$ cat src/rtl/jtag_cmd_sequencer_if.sv
// Register-bus request/acknowledge bundle between the JTAG command sequencer and the fabric register file.
// The master holds req with wr/addr/wdata until a single-cycle ack (with rdata on reads) or its own timeout.
interface jtag_cmd_sequencer_if #(
  parameter int ADDR_WIDTH = 4,
  parameter int DATA_WIDTH = 8
) ();
  logic                  bus_req;
  logic                  bus_wr;
  logic [ADDR_WIDTH-1:0] bus_addr;
  logic [DATA_WIDTH-1:0] bus_wdata;
  logic                  bus_ack;
  logic [DATA_WIDTH-1:0] bus_rdata;

  modport master (
    output bus_req, bus_wr, bus_addr, bus_wdata,
    input  bus_ack, bus_rdata
  );

  modport slave (
    input  bus_req, bus_wr, bus_addr, bus_wdata,
    output bus_ack, bus_rdata
  );
endinterface

$ cat src/rtl/jtag_cmd_sequencer.sv
// Turns each JTAG Update-DR toggle into one register-bus read/write; bus_req rises 3 clocks after the toggle lands in s1.
// The bus stalls via a withheld ack up to TIMEOUT_CYCLES; a JTAG command arriving while busy is dropped and flagged as overrun.
module jtag_cmd_sequencer #(
  parameter int ADDR_WIDTH     = 4,
  parameter int DATA_WIDTH     = 8,
  parameter int TIMEOUT_CYCLES = 64
) (
  input  logic                           clk_i,
  input  logic                           rst_i,
  input  logic                           jtag_update_toggle_i,
  input  logic [ADDR_WIDTH+DATA_WIDTH:0] jtag_control_i,
  jtag_cmd_sequencer_if.master           bus,
  output logic [DATA_WIDTH+3:0]          status_o
);

  localparam int              CW       = (TIMEOUT_CYCLES > 2) ? $clog2(TIMEOUT_CYCLES) : 1;
  localparam logic [CW-1:0]   CNT_LAST = CW'(TIMEOUT_CYCLES - 1);
  localparam int              MSB      = ADDR_WIDTH + DATA_WIDTH;

  typedef enum logic [1:0] {S_IDLE, S_LATCH, S_REQ, S_DONE} state_e;

  state_e                state_q, state_d;
  logic                  s1_q, s2_q, s3_q;
  logic [1:0]            prime_q;
  logic                  evt;
  logic [CW-1:0]         cnt_q, cnt_d;
  logic                  cmd_rnw_q, cmd_rnw_d;
  logic [ADDR_WIDTH-1:0] cmd_addr_q, cmd_addr_d;
  logic [DATA_WIDTH-1:0] cmd_wdata_q, cmd_wdata_d;
  logic                  bus_req_q, bus_req_d;
  logic                  bus_wr_q, bus_wr_d;
  logic                  busy_q, busy_d;
  logic                  timeout_q, timeout_d;
  logic                  overrun_q, overrun_d;
  logic                  last_rnw_q, last_rnw_d;
  logic [DATA_WIDTH-1:0] rdata_q, rdata_d;

  // Prime counter masks the edge seen when the toggle is already 1 at reset release.
  always_ff @(posedge clk_i) begin
    if (rst_i) begin
      s1_q    <= 1'b0;
      s2_q    <= 1'b0;
      s3_q    <= 1'b0;
      prime_q <= 2'd0;
    end else begin
      s1_q <= jtag_update_toggle_i;
      s2_q <= s1_q;
      s3_q <= s2_q;
      if (prime_q != 2'd3) prime_q <= prime_q + 2'd1;
    end
  end

  assign evt = (s2_q ^ s3_q) && (prime_q == 2'd3);

  always_comb begin
    state_d     = state_q;
    cnt_d       = cnt_q;
    cmd_rnw_d   = cmd_rnw_q;
    cmd_addr_d  = cmd_addr_q;
    cmd_wdata_d = cmd_wdata_q;
    bus_wr_d    = bus_wr_q;
    timeout_d   = timeout_q;
    rdata_d     = rdata_q;
    last_rnw_d  = last_rnw_q;
    overrun_d   = overrun_q | (evt && (state_q != S_IDLE));
    case (state_q)
      S_IDLE: begin
        if (evt) state_d = S_LATCH;
      end
      S_LATCH: begin
        cmd_rnw_d   = jtag_control_i[MSB];
        cmd_addr_d  = jtag_control_i[DATA_WIDTH +: ADDR_WIDTH];
        cmd_wdata_d = jtag_control_i[DATA_WIDTH-1:0];
        bus_wr_d    = ~jtag_control_i[MSB];
        timeout_d   = 1'b0;
        cnt_d       = '0;
        state_d     = S_REQ;
      end
      S_REQ: begin
        // Ack takes priority over a timeout expiring in the same cycle.
        if (bus.bus_ack) begin
          if (cmd_rnw_q) rdata_d = bus.bus_rdata;
          state_d = S_DONE;
        end else if (cnt_q == CNT_LAST) begin
          timeout_d = 1'b1;
          state_d   = S_DONE;
        end else begin
          cnt_d = cnt_q + CW'(1);
        end
      end
      S_DONE: begin
        last_rnw_d = cmd_rnw_q;
        state_d    = S_IDLE;
      end
      default: state_d = S_IDLE;
    endcase
    bus_req_d = (state_d == S_REQ);
    busy_d    = (state_d != S_IDLE);
  end

  always_ff @(posedge clk_i) begin
    if (rst_i) begin
      state_q     <= S_IDLE;
      cnt_q       <= '0;
      cmd_rnw_q   <= 1'b0;
      cmd_addr_q  <= '0;
      cmd_wdata_q <= '0;
      bus_req_q   <= 1'b0;
      bus_wr_q    <= 1'b0;
      busy_q      <= 1'b0;
      timeout_q   <= 1'b0;
      overrun_q   <= 1'b0;
      last_rnw_q  <= 1'b0;
      rdata_q     <= '0;
    end else begin
      state_q     <= state_d;
      cnt_q       <= cnt_d;
      cmd_rnw_q   <= cmd_rnw_d;
      cmd_addr_q  <= cmd_addr_d;
      cmd_wdata_q <= cmd_wdata_d;
      bus_req_q   <= bus_req_d;
      bus_wr_q    <= bus_wr_d;
      busy_q      <= busy_d;
      timeout_q   <= timeout_d;
      overrun_q   <= overrun_d;
      last_rnw_q  <= last_rnw_d;
      rdata_q     <= rdata_d;
    end
  end

  assign bus.bus_req   = bus_req_q;
  assign bus.bus_wr    = bus_wr_q;
  assign bus.bus_addr  = cmd_addr_q;
  assign bus.bus_wdata = cmd_wdata_q;
  assign status_o      = {busy_q, timeout_q, overrun_q, last_rnw_q, rdata_q};

endmodule

$ cat src/flat_wrapper.sv
// flat-port wrapper written by rule: the top's interface ports become plain ports
module jtag_cmd_sequencer_flat 
#(
  parameter int ADDR_WIDTH     = 4,
  parameter int DATA_WIDTH     = 8,
  parameter int TIMEOUT_CYCLES = 64
)
  (clk_i, rst_i, jtag_update_toggle_i, jtag_control_i, status_o, bus_bus_req, bus_bus_wr, bus_bus_addr, bus_bus_wdata, bus_bus_ack, bus_bus_rdata);
  jtag_cmd_sequencer_if #(.ADDR_WIDTH(ADDR_WIDTH), .DATA_WIDTH(DATA_WIDTH)) bus_i ();
  input  logic clk_i;
  input  logic rst_i;
  input  logic jtag_update_toggle_i;
  input  logic [ADDR_WIDTH+DATA_WIDTH:0] jtag_control_i;
  output logic [DATA_WIDTH+3:0] status_o;
  output wire logic [$bits(bus_i.bus_req)-1:0] bus_bus_req;
  output wire logic [$bits(bus_i.bus_wr)-1:0] bus_bus_wr;
  output wire logic [$bits(bus_i.bus_addr)-1:0] bus_bus_addr;
  output wire logic [$bits(bus_i.bus_wdata)-1:0] bus_bus_wdata;
  input wire logic [$bits(bus_i.bus_ack)-1:0] bus_bus_ack;
  input wire logic [$bits(bus_i.bus_rdata)-1:0] bus_bus_rdata;
  assign bus_bus_req = bus_i.bus_req;
  assign bus_bus_wr = bus_i.bus_wr;
  assign bus_bus_addr = bus_i.bus_addr;
  assign bus_bus_wdata = bus_i.bus_wdata;
  assign bus_i.bus_ack = bus_bus_ack;
  assign bus_i.bus_rdata = bus_bus_rdata;
  jtag_cmd_sequencer #(.ADDR_WIDTH(ADDR_WIDTH), .DATA_WIDTH(DATA_WIDTH), .TIMEOUT_CYCLES(TIMEOUT_CYCLES)) u_core (.clk_i(clk_i), .rst_i(rst_i), .jtag_update_toggle_i(jtag_update_toggle_i), .jtag_control_i(jtag_control_i), .bus(bus_i), .status_o(status_o));
endmodule
$ cat config.mk
export PLATFORM = sky130hd
export DESIGN_NAME = jtag_cmd_sequencer_flat
export DESIGN_NICKNAME = d
export VERILOG_FILES = /design/src/rtl/jtag_cmd_sequencer_if.sv /design/src/rtl/jtag_cmd_sequencer.sv /design/src/flat_wrapper.sv
export SDC_FILE = /design/constraint.sdc
export NUM_CORES = 1
export LEC_CHECK = 0
export ABC_AREA = 1
export BUFFER_PORTS_ARGS = -buffer_cell sky130_fd_sc_hd__buf_2
export CAP_MARGIN = 15
export CORE_UTILIZATION = 40
export CTS_CLUSTER_DIAMETER = 80
export DETAILED_ROUTE_END_ITERATION = 12
export PLACE_DENSITY = 0.63
export REMOVE_ABC_BUFFERS = 1
export SYNTH_ARGS = -nofsm -noshare
export SYNTH_HDL_FRONTEND = slang
export SYNTH_SLANG_ARGS = --single-unit
$ cat constraint.sdc
create_clock -name clk_i -period 3.2 [get_ports clk_i]
set_input_delay 0.16 -clock clk_i [delete_from_list [all_inputs] [get_ports clk_i]]
set_output_delay 0.16 -clock clk_i [all_outputs]
set_load 0.01 [all_outputs]
# Yosys cells after proc, flatten, opt, wreduce, memory -nomap -nowiden
# Index checks and enable logic that the tools add are counted.
# Widths: inputs -> output; s select.
[totals] output_inout_bits=26 in_bits=25 register_bits=40 elab_cells=50
[op_classes] reduce_logical=9 n_eq_ne=10 n_addsub=2 bitwise=3 mux=10
[ops] op="$mux 6" n=2
[ops] op="$pmux 6 s2" n=1
[ops] op="$reduce_and 3->1" n=3
[ops] op="$eq 2x2->1 const B" n=4
[ops] op="$pmux 2 s4" n=1
[ops] op="$add 6x1->6 const B" n=1
[ops] op="$eq 6x6->1 const B" n=1
[ops] op="$mux 2" n=3
[ops] op="$ne 2x2->1 const B" n=3
[ops] op="$reduce_bool 2->1" n=3
[ops] op="$add 2x1->2 const B" n=1
[ops] op="$eq 2x1->1 const B" n=1
[ops] op="$logic_and 1x1->1" n=2
[ops] op="$logic_not 2->1" n=1
[ops] op="$mux 1" n=2
[ops] op="$ne 2x1->1 const B" n=1
[ops] op="$pmux 1 s2" n=1
[ops] op="$not 1->1" n=1
[ops] op="$or 1x1->1" n=1
[ops] op="$xor 1x1->1" n=1

# Depth between registers and ports, before layout
# Gate-level depths: netlist of the first run.
[depth] depth_word=5 mapped_depth=10 mapped_depth_nobuf=9

# Worst setup path after synthesis of the first run
# OpenSTA, ideal clock, no wires.
[synth_timing] kind="flip-flop to flip-flop" startpoint="register u_core.state_q[0]" endpoint="register u_core.cnt_q[3]" setup_ns=0.113 synth_period_minus_slack_ns=1.436 stages_incl_launch_ff=10 required_time_ns=3.087 n_path_buf=1 setup_slack_ns=1.764 arrival_ns=1.323 cell_sequence="dfxtp_1 inv_1 ha_1 buf_6 nand2_4 inv_4 a21oi_4 nand2_2 o21ai_1 nor2_1"
[synth_via] elab_chain_len=3 elab_cells_between_ends=7 cone_classes="eq/ne: 4; mux: 1; reduce/logical: 2"
[synth_rtl] element="start, declared" line="jtag_cmd_sequencer.sv:22" rtl="state_e state_q, state_d;"
[synth_rtl] element="start signal, assigned" line="jtag_cmd_sequencer.sv:116" rtl="state_q <= state_d;"
[synth_rtl] element="$eq 2x2->1 or $eq 2x1->1 (tied branches)" line="jtag_cmd_sequencer.sv:66" rtl="case (state_q)"
[synth_rtl] element="$ne 2x2->1 (no source line) or $reduce_bool 2->1 (tied branches)"
[synth_rtl] element="$reduce_and 3->1 (no source line)"
[synth_rtl] element="end signal, assigned" line="jtag_cmd_sequencer.sv:117" rtl="cnt_q <= cnt_d;"
[synth_rtl] element="end, declared" line="jtag_cmd_sequencer.sv:26" rtl="logic [CW-1:0] cnt_q, cnt_d;"
# Parallel ways exist; a longest one is shown, timed or not.
# A chain may end at the register's enable or synchronous reset.

# Final worst setup path of the first run
# Ends and elaborated chain as after synthesis.

==> flow_summary.json, run 1 <==
{
  "synth_xor_area_frac": 0.0105,
  "yosysMostFrequentCell": "dfxtp_1",
  "whs_ps": 49.9,
  "drv_cap": 0,
  "grt_setup_unrepaired": "no",
  "grt_max_degree": 23,
  "synth.top_cell.area_share": 0.479,
  "period_minus_slack_ps": 1810,
  "place_area_um2": 1910,
  "antenna_found_initial": 0,
  "clock_path_buffers": 2,
  "io_buffers": 50,
  "power_density_nw_per_um2": 711,
  "ys_types": 25,
  "tightest_slew_ps": 465,
  "ant_nets": 0,
  "hold_violations": 0,
  "netlist_top_cells_count": "dfxtp_1 (40), nor2_1 (39), nand2_1 (35)",
  "preCtsSetupSlack_ps": 1390,
  "grt_pass1_wl_um": 5620,
  "grt_pass1_vias": 1284,
  "design_area_um2": 2010,
  "place_congestion": 0.821,
  "synth-compound-area-share": 0.133,
  "drt_iter0_drc": 49,
  "cts_setup_buffers": 0,
  "dieArea_um2": 4440,
  "clockRootBuffer": "clkbuf_8",
  "gr-usage-all-layers": 0.168,
  "numCtsBuffers": 5,
  "wl_per_cell_um": 10.8,
  "synthAdderAreaFrac": 0.0449,
  "synthSimpleGateAreaFrac": 0.237,
  "async_flop_share": 0,
  "cts_tree": "built",
  "clkTransAtPathRegs_ps": 80,
  "outcome": "completed",
  "hpwl_um": 2400,
  "synth_top_area_cell": "dfxtp_1",
  "end_kind": "register",
  "holdBufCountCts": 0,
  "drive_gt1_frac": 0.254,
  "max_freq_mhz": 551,
  "slew_violations": 0,
  "dp.cells": 306,
  "grt.overflow.total": 0,
  "fp.dieW_um": 66.6,
  "synth_ff_type": "dfxtp_1",
  "rows": 23,
  "yosys_register_bits": 40,
  "critPathKind": "reg -> reg",
  "stdcell_count": 314,
  "relSlewSlack": 0.690,
  "post_synth.cell_area_avg_um2": 7.70,
  "yosys_warnings": 0,
  "htree_num_levels": 2,
  "initial_utilization": 0.418,
  "p_total_mw": 1.43,
  "hold_path_depth": 2,
  "synth_top_family_by_area": "simple AND/OR/NAND/NOR gates",
  "antenna_cells": 0,
  "startpoint_type": "register",
  "vdd_drop_max_mv": 0.316,
  "die_y_um": 66.6,
  "clock-sinks": 40,
  "core-area_um2": 4000,
  "first_pass_iters": 7,
  "io_pins": 51,
  "tns_ps": 0,
  "drcViolationCount": 0,
  "routed_wl_um": 3400,
  "vias": 1442,
  "setup_ws_ps": 1390,
  "critPathRequiredTime_ps": 3390,
  "final_nets": 294,
  "synth-edff-count": 0,
  "rr_worst_depth": 6,
  "netlist_instances": 217,
  "min_period_over_period": 0.567,
  "avgViaCountPerCell": 4.59,
  "setup_viol": 0,
  "fin_worst_skew_ps": 2.55,
  "synthesis.area_um2": 1670,
  "arrival_ps": 2000,
  "cts_resized": 0,
  "synth_area_leaders": "dfxtp_1 (48%), nor2_1 (8.8%), nand2_1 (7.9%)",
  "fin_util": 0.502,
  "p_leak_nw": 0.946,
  "area_growth_pct": 20.1,
  "seq_area_frac_synth": 0.479,
  "cp_max_fo": 16,
  "synth.area.mux_share": 0,
  "clock_latency_ps": 290,
  "hp-class": "in -> reg"
}
cell type report:
class,instances,area [µm²]
tap,50,62.6
sequential,40,801
multi-input combinational,144,712
clock inverter,2,13.8
fill,407,1990
clock buffer,6,82.6
timing repair buffer,50,250
inverter,22,85.1
cells by family after synthesis:
group | count (synthesis)
fa+ha+maj | 6
flops | 40
buf+inv | 33
compound gates | 41
simple gates | 95
xor+xnor | 2
worst paths after layout:
| path | slack, ps | to | startpoint |
|---|---|---|---|
| max reg2reg | 1390 | u_core.cnt_q[3]$_SDFFE_PP0P_ | u_core.state_q[0]$_SDFF_PP0_ |
| min | 50 | u_core.bus.bus_wr$_SDFFE_PP0P_ | jtag_control_i[12] |
| min reg2reg | 410 | u_core.s2_q$_SDFF_PP0_ | u_core.s1_q$_SDFF_PP0_ |
| max | 1390 | u_core.cnt_q[3]$_SDFFE_PP0P_ | u_core.state_q[0]$_SDFF_PP0_ |
state kept, by name, indices dropped and copies added, names as in the netlist, 2 cells and up:
name and cells:
u_core.rdata_q 8, u_core.bus.bus_addr 4, u_core.state_q 2, u_core.bus.bus_wdata 8, u_core.cnt_q 6, u_core.prime_q 2
routing by layer:
| metal | up-vias | GRT usage | wire length (µm) |
|---|---|---|---|
| met5 | - | 0 | 0 |
| met4 | 0 | 0.0718 | 66 |
| met3 | 7 | 0.0479 | 127 |
| met2 | 29 | 0.263 | 1610 |
| met1 | 628 | 0.213 | 1600 |
| li1 | 778 | - | - |
power by group:
group          switching [mW]  internal, mW
Clock                   0.178         0.176
Combinational           0.262         0.156
Sequential             0.0574         0.597
critical path: stages (launching register included):
cell and delay [ps]:
dfxtp_1 410, ha_1 480, inv_2 230, a21oi_4 270, nand2_2 140, o21ai_1 130, nor2_1 50
cell usage in the layout (no fill, tap or decap):
cell type / Yosys / routed
inv_4: 1 / 1
dfxtp_1: 40 / 40
a21oi_1: 19 / 19
nor2_1: 39 / 39
o21ai_0: 16 / 16
o21ai_1: 3 / 3
ha_1: 6 / 6
inv_2: 2 / 2
nand2_1: 35 / 35
a21oi_4: 1 / 1
inv_1: 19 / 19
a21oi_2: 1 / 1
nand2_2: 2 / 2
nand3_1: 13 / 13
clkinv_2: 0 / 1
o21a_1: 1 / 1
inv_6: 0 / 1
clkbuf_8: 0 / 6
buf_2: 1 / 50
nor2_2: 1 / 1
nand2_4: 1 / 1
nor3_1: 1 / 1
nand4_1: 3 / 3
xor2_1: 2 / 2
Power figures use the tool's default switching activity.
==> inputs of run 2 (changes only) <==
PLACE_DENSITY = 0.65   (was 0.63)
clock period = 1.51 ns   (was 3.2 ns; I/O delays follow)
==> run 2 against run 1 <==
Setup slack worse by 1200 ps; sequential power is 110% higher; sequential share of layout area decreased by 2.1 points; first-iteration DRC count rose by 14%; register-to-register slack worse by 1200 ps; utilization rose by 2.7 points; maximum frequency grew 33%; worst hold slack got worse by 45 ps; clock skew up 0.77 ps.
==> flow_summary.json, run 2 (synthesis gave the netlist of run 1 again) <==
{
  "outcome": "completed",
  "place_area_um2": 1990,
  "grt_max_degree": 22,
  "drcViolationCount": 0,
  "clockRootBuffer": "clkbuf_8",
  "p_switching_mw": 1.05,
  "drive_gt1_frac": 0.279,
  "htree_num_levels": 2,
  "slew_violations": 0,
  "wl_per_cell_um": 10.9,
  "critPathKind": "reg -> reg",
  "power_density_nw_per_um2": 1520,
  "min_period_over_period": 0.901,
  "routed_wl_um": 3550,
  "clock-sinks": 40,
  "fin_worst_skew_ps": 3.32,
  "mostFrequentLayoutCell": "buf_2",
  "relSlewSlack": 0.677,
  "grt_setup_unrepaired": "no",
  "holdPathEnd": "u_core.bus.bus_wdata[1]$_SDFFE_PP0P_",
  "grt_pass1_wl_um": 5820,
  "hpwl_um": 2520,
  "end_kind": "register",
  "regToRegSetupSlack_ps": 150,
  "fp.dieW_um": 66.6,
  "first_pass_iters": 6,
  "rr_endpoint": "u_core.cnt_q[3]$_SDFFE_PP0P_",
  "whs_ps": 4.55,
  "die_y_um": 66.6,
  "cp_max_fo": 7,
  "max_freq_mhz": 735,
  "grt.met3_usage": 0.0308,
  "io_buffers": 50,
  "io_pins": 51,
  "vdd_drop_max_mv": 0.607,
  "met2_usage": 0.284,
  "ant_nets": 0,
  "final_cell_mix": "buf_2 (50), dfxtp_1 (40), nor2_1 (39)",
  "drt_iter0_drc": 56,
  "reg2reg_from": "u_core.state_q[0]$_SDFF_PP0_",
  "busiest_layer": "met2",
  "grt_pass1_vias": 1384,
  "hold_start": "jtag_control_i[1]",
  "startpoint_type": "register",
  "cts_setup_buffers": 0,
  "numCtsBuffers": 5,
  "final_nets": 306,
  "avgViaCountPerCell": 4.62,
  "pwr-share-seq": 0.421,
  "place_congestion": 0.855,
  "p_int_mw": 2.16,
  "power.share.clock": 0.262,
  "rr_worst_depth": 7,
  "clock_latency_ps": 290,
  "hp-class": "in -> reg",
  "antenna_found_initial": 0,
  "setup_viol": 0,
  "grt.overflow.total": 0,
  "fin_util": 0.529,
  "design_area_um2": 2120,
  "drv_cap": 0,
  "rows": 23,
  "clock_path_buffers": 2,
  "clkTransAtPathRegs_ps": 70,
  "dieArea_um2": 4440,
  "fillCellCount": 404,
  "antenna_cells": 0,
  "combPwrFrac": 0.317,
  "tns_ps": 0,
  "p_leak_nw": 1.01,
  "period_minus_slack_ps": 1360,
  "hold_path_depth": 3,
  "initial_utilization": 0.418,
  "vias": 1505,
  "core-area_um2": 4000,
  "gr-usage-all-layers": 0.173,
  "hold_violations": 0,
  "arrival_ps": 1540,
  "swShare": 0.327,
  "critPathRequiredTime_ps": 1690,
  "met1_usage": 0.218,
  "tightest_slew_ps": 485,
  "cts_tree": "built",
  "area_growth_pct": 26.6
}
run 2: per-stage QoR:
stage | power (mW) | cells | setup WS [ps]
floorplan | 1.98 | 206 | 19.2
global placement | 2.38 | 316 | 142
detailed placement | 2.39 | 316 | 110
CTS | 3.25 | 326 | 93.5
global route | 3.43 | 326 | 44.9
finish | 3.21 | 326 | 149
run 2: layer usage:
| metal | up-vias | wire (µm) |
|---|---|---|
| met2 | 32 | 1750 |
| met5 | - | 0 |
| met4 | 0 | 44 |
| met3 | 5 | 86 |
| met1 | 665 | 1670 |
| li1 | 803 | - |
run 2: power groups by stage:
stage	Combinational, mW	Clock, mW	Sequential [mW]
5_1_grt	1.15	0.904	1.37
3_5_place_dp	1.02	0	1.37
4_1_cts	1.03	0.868	1.35
3_3_place_gp	1.00	0	1.37
6_report	1.02	0.840	1.35
2_1_floorplan	0.504	0	1.47
run 2: area by class of cell:
type                       count  area [µm²]  area share
timing repair buffer          62         345       0.163
sequential                    40         801       0.378
inverter                      22        85.1      0.0402
clock inverter                 2        35.0      0.0166
clock buffer                   6        72.6      0.0343
multi-input combinational    144         714       0.338
tap                           50        62.6      0.0296
run 2: how the worst max path moves through the flow:
stage	from	end	slack, ps	cells after the start
2_1_floorplan	u_core.state_q[0]$_SDFF_PP0_	u_core.cnt_q[3]$_SDFFE_PP0P_	20	6
3_3_place_gp	u_core.state_q[0]$_SDFF_PP0_	u_core.cnt_q[3]$_SDFFE_PP0P_	140	8
3_5_place_dp	u_core.state_q[0]$_SDFF_PP0_	u_core.cnt_q[4]$_SDFFE_PP0P_	110	8
4_1_cts	u_core.state_q[0]$_SDFF_PP0_	u_core.cnt_q[4]$_SDFFE_PP0P_	90	8
5_1_grt	u_core.state_q[0]$_SDFF_PP0_	u_core.cnt_q[4]$_SDFFE_PP0P_	40	7
6_report	u_core.state_q[0]$_SDFF_PP0_	u_core.cnt_q[3]$_SDFFE_PP0P_	150	7
run 2: worst max-delay path, stage by stage, from the launching register on:
cell     delay [ps]
dfxtp_1         310
inv_1            80
ha_2            230
inv_2            70
a21oi_4         230
nand2_2         130
o21ai_1         140
nor2_1           50
run 2: what timing repair did:
action	in CTS	in global routing
gates resized for setup	0	1
hold buffers	2	0
endpoints found under the hold margin	2	0
endpoints found under the setup margin	0	1
==> inputs of run 3 (changes only) <==
CORE_UTILIZATION = 45   (was 40)
PLACE_DENSITY = 0.72   (was 0.65)
==> run 3 against run 2 <==
Utilization grew 8.5 points; critical path depth up 1; critical path type unchanged; largest cell class unchanged; sequential share of layout area about the same; clock skew about the same; setup slack improved by 32 ps; die area shrank 11%; clock-buffer cell count is the same; clock power is 0.5% lower; non-clock buffer count is 1 lower; combinational power is essentially flat; total power is 0.13% lower.
==> flow_summary.json, run 3 (synthesis gave the netlist of run 1 again) <==
{
  "startpoint_type": "register",
  "power_density_nw_per_um2": 1520,
  "io_buffers": 50,
  "max_stage_delay_ps": 330,
  "stdcell_count": 321,
  "hold_violations": 0,
  "clkTransAtPathRegs_ps": 70,
  "htree_num_levels": 2,
  "cp_max_fo": 7,
  "setup_ws_ps": 182,
  "final_cell_mix": "buf_2 (50), dfxtp_1 (40), nor2_1 (39)",
  "multiInputGateArea_um2": 724,
  "tightest_slew_ps": 465,
  "initial_utilization": 0.486,
  "hpwl_um": 2500,
  "fin_worst_skew_ps": 3.28,
  "die_y_um": 63.0,
  "clock-sinks": 40,
  "final_nets": 305,
  "place_area_um2": 1970,
  "vias": 1512,
  "mostFrequentLayoutCell": "buf_2",
  "end_kind": "register",
  "min_period_over_period": 0.880,
  "core-area_um2": 3440,
  "clock_path_buffers": 2,
  "relSlewSlack": 0.689,
  "antenna_cells": 0,
  "p_leak_nw": 1.00,
  "numCtsBuffers": 5,
  "io_pins": 51,
  "slew_violations": 0,
  "hp-class": "in -> reg",
  "dp.cells": 311,
  "drt_iter0_drc": 53,
  "area_growth_pct": 26.4,
  "vdd_drop_max_mv": 0.718,
  "ant_nets": 0,
  "drv_cap": 0,
  "drive_gt1_frac": 0.276,
  "wl_per_cell_um": 10.7,
  "setup_viol": 0,
  "place_congestion": 0.790,
  "grt_setup_unrepaired": "no",
  "critPathRequiredTime_ps": 1700,
  "regArea_um2": 801,
  "fillCellCount": 328,
  "grt_pass1_wl_um": 6000,
  "clock_latency_ps": 290,
  "first_pass_iters": 4,
  "preCtsSetupSlack_ps": 68.2,
  "fin_util": 0.614,
  "routed_wl_um": 3450,
  "grt_max_degree": 22,
  "rows": 21,
  "fp.dieW_um": 63.0,
  "drcViolationCount": 0,
  "antenna_found_initial": 0,
  "slowest_stage": "dfxtp_1",
  "grt.overflow.total": 0,
  "whs_ps": 7.63,
  "clockRootBuffer": "clkbuf_8",
  "avgViaCountPerCell": 4.71,
  "critPathKind": "reg -> reg",
  "period_minus_slack_ps": 1330,
  "arrival_ps": 1520,
  "max_freq_mhz": 753,
  "path_cells": "inv_1 -> ha_4 -> nand2_4 -> inv_4 -> a21oi_4 -> nand2_2 -> o21ai_1 -> nor2_1",
  "grt_pass1_vias": 1404,
  "tns_ps": 0,
  "cts_tree": "built",
  "outcome": "completed",
  "gr-usage-all-layers": 0.193,
  "p_total_mw": 3.21,
  "design_area_um2": 2110,
  "dieArea_um2": 3960
}
## run 3: final cells by class
class / count / area share
timing repair buffer: 61 / 0.160
sequential: 40 / 0.379
inverter: 22 / 0.0403
tap: 46 / 0.0272
clock inverter: 2 / 0.0166
clock buffer: 6 / 0.0343
multi-input combinational: 144 / 0.343
## run 3: critical path: cells and delay by family, from the launching register on
kind,cells,cell delay [ps]
DFF,1,330
AOI/OAI and AO/OA,2,330
and+or+nand+nor,3,260
adders and majority gates,1,190
buffers and inverters,2,120
## run 3: layer usage
| metal | GRT usage | vias up | routed length (µm) |
|---|---|---|---|
| met5 | 0 | - | 0 |
| met4 | 0.105 | 0 | 70 |
| met3 | 0.0456 | 6 | 93 |
| met2 | 0.325 | 20 | 1710 |
| met1 | 0.224 | 682 | 1570 |
| li1 | - | 804 | - |
## run 3: power by group
group | internal (mW) | switching (mW) | total, mW
sequential | 1.26 | 0.0977 | 1.36
clock | 0.490 | 0.346 | 0.836
combinational | 0.405 | 0.605 | 1.01
## run 3: timing repair
| action | 4_1_cts | 5_1_grt |
|---|---|---|
| hold endpoints to repair | 2 | 0 |
| setup buffers | 0 | 0 |
| setup endpoints to repair | 0 | 7 |
| hold buffers | 2 | 0 |
| resized for setup | 0 | 2 |
## run 3: final timing paths
kind	end	depth (start not counted)	startpoint	slack (ps)
max	u_core.cnt_q[4]$_SDFFE_PP0P_	8	u_core.state_q[0]$_SDFF_PP0_	180
min	u_core.bus.bus_addr[1]$_SDFFE_PP0P_	3	jtag_control_i[9]	8
max reg2reg	u_core.cnt_q[4]$_SDFFE_PP0P_	8	u_core.state_q[0]$_SDFF_PP0_	180
min reg2reg	u_core.s2_q$_SDFF_PP0_	2	u_core.s1_q$_SDFF_PP0_	400
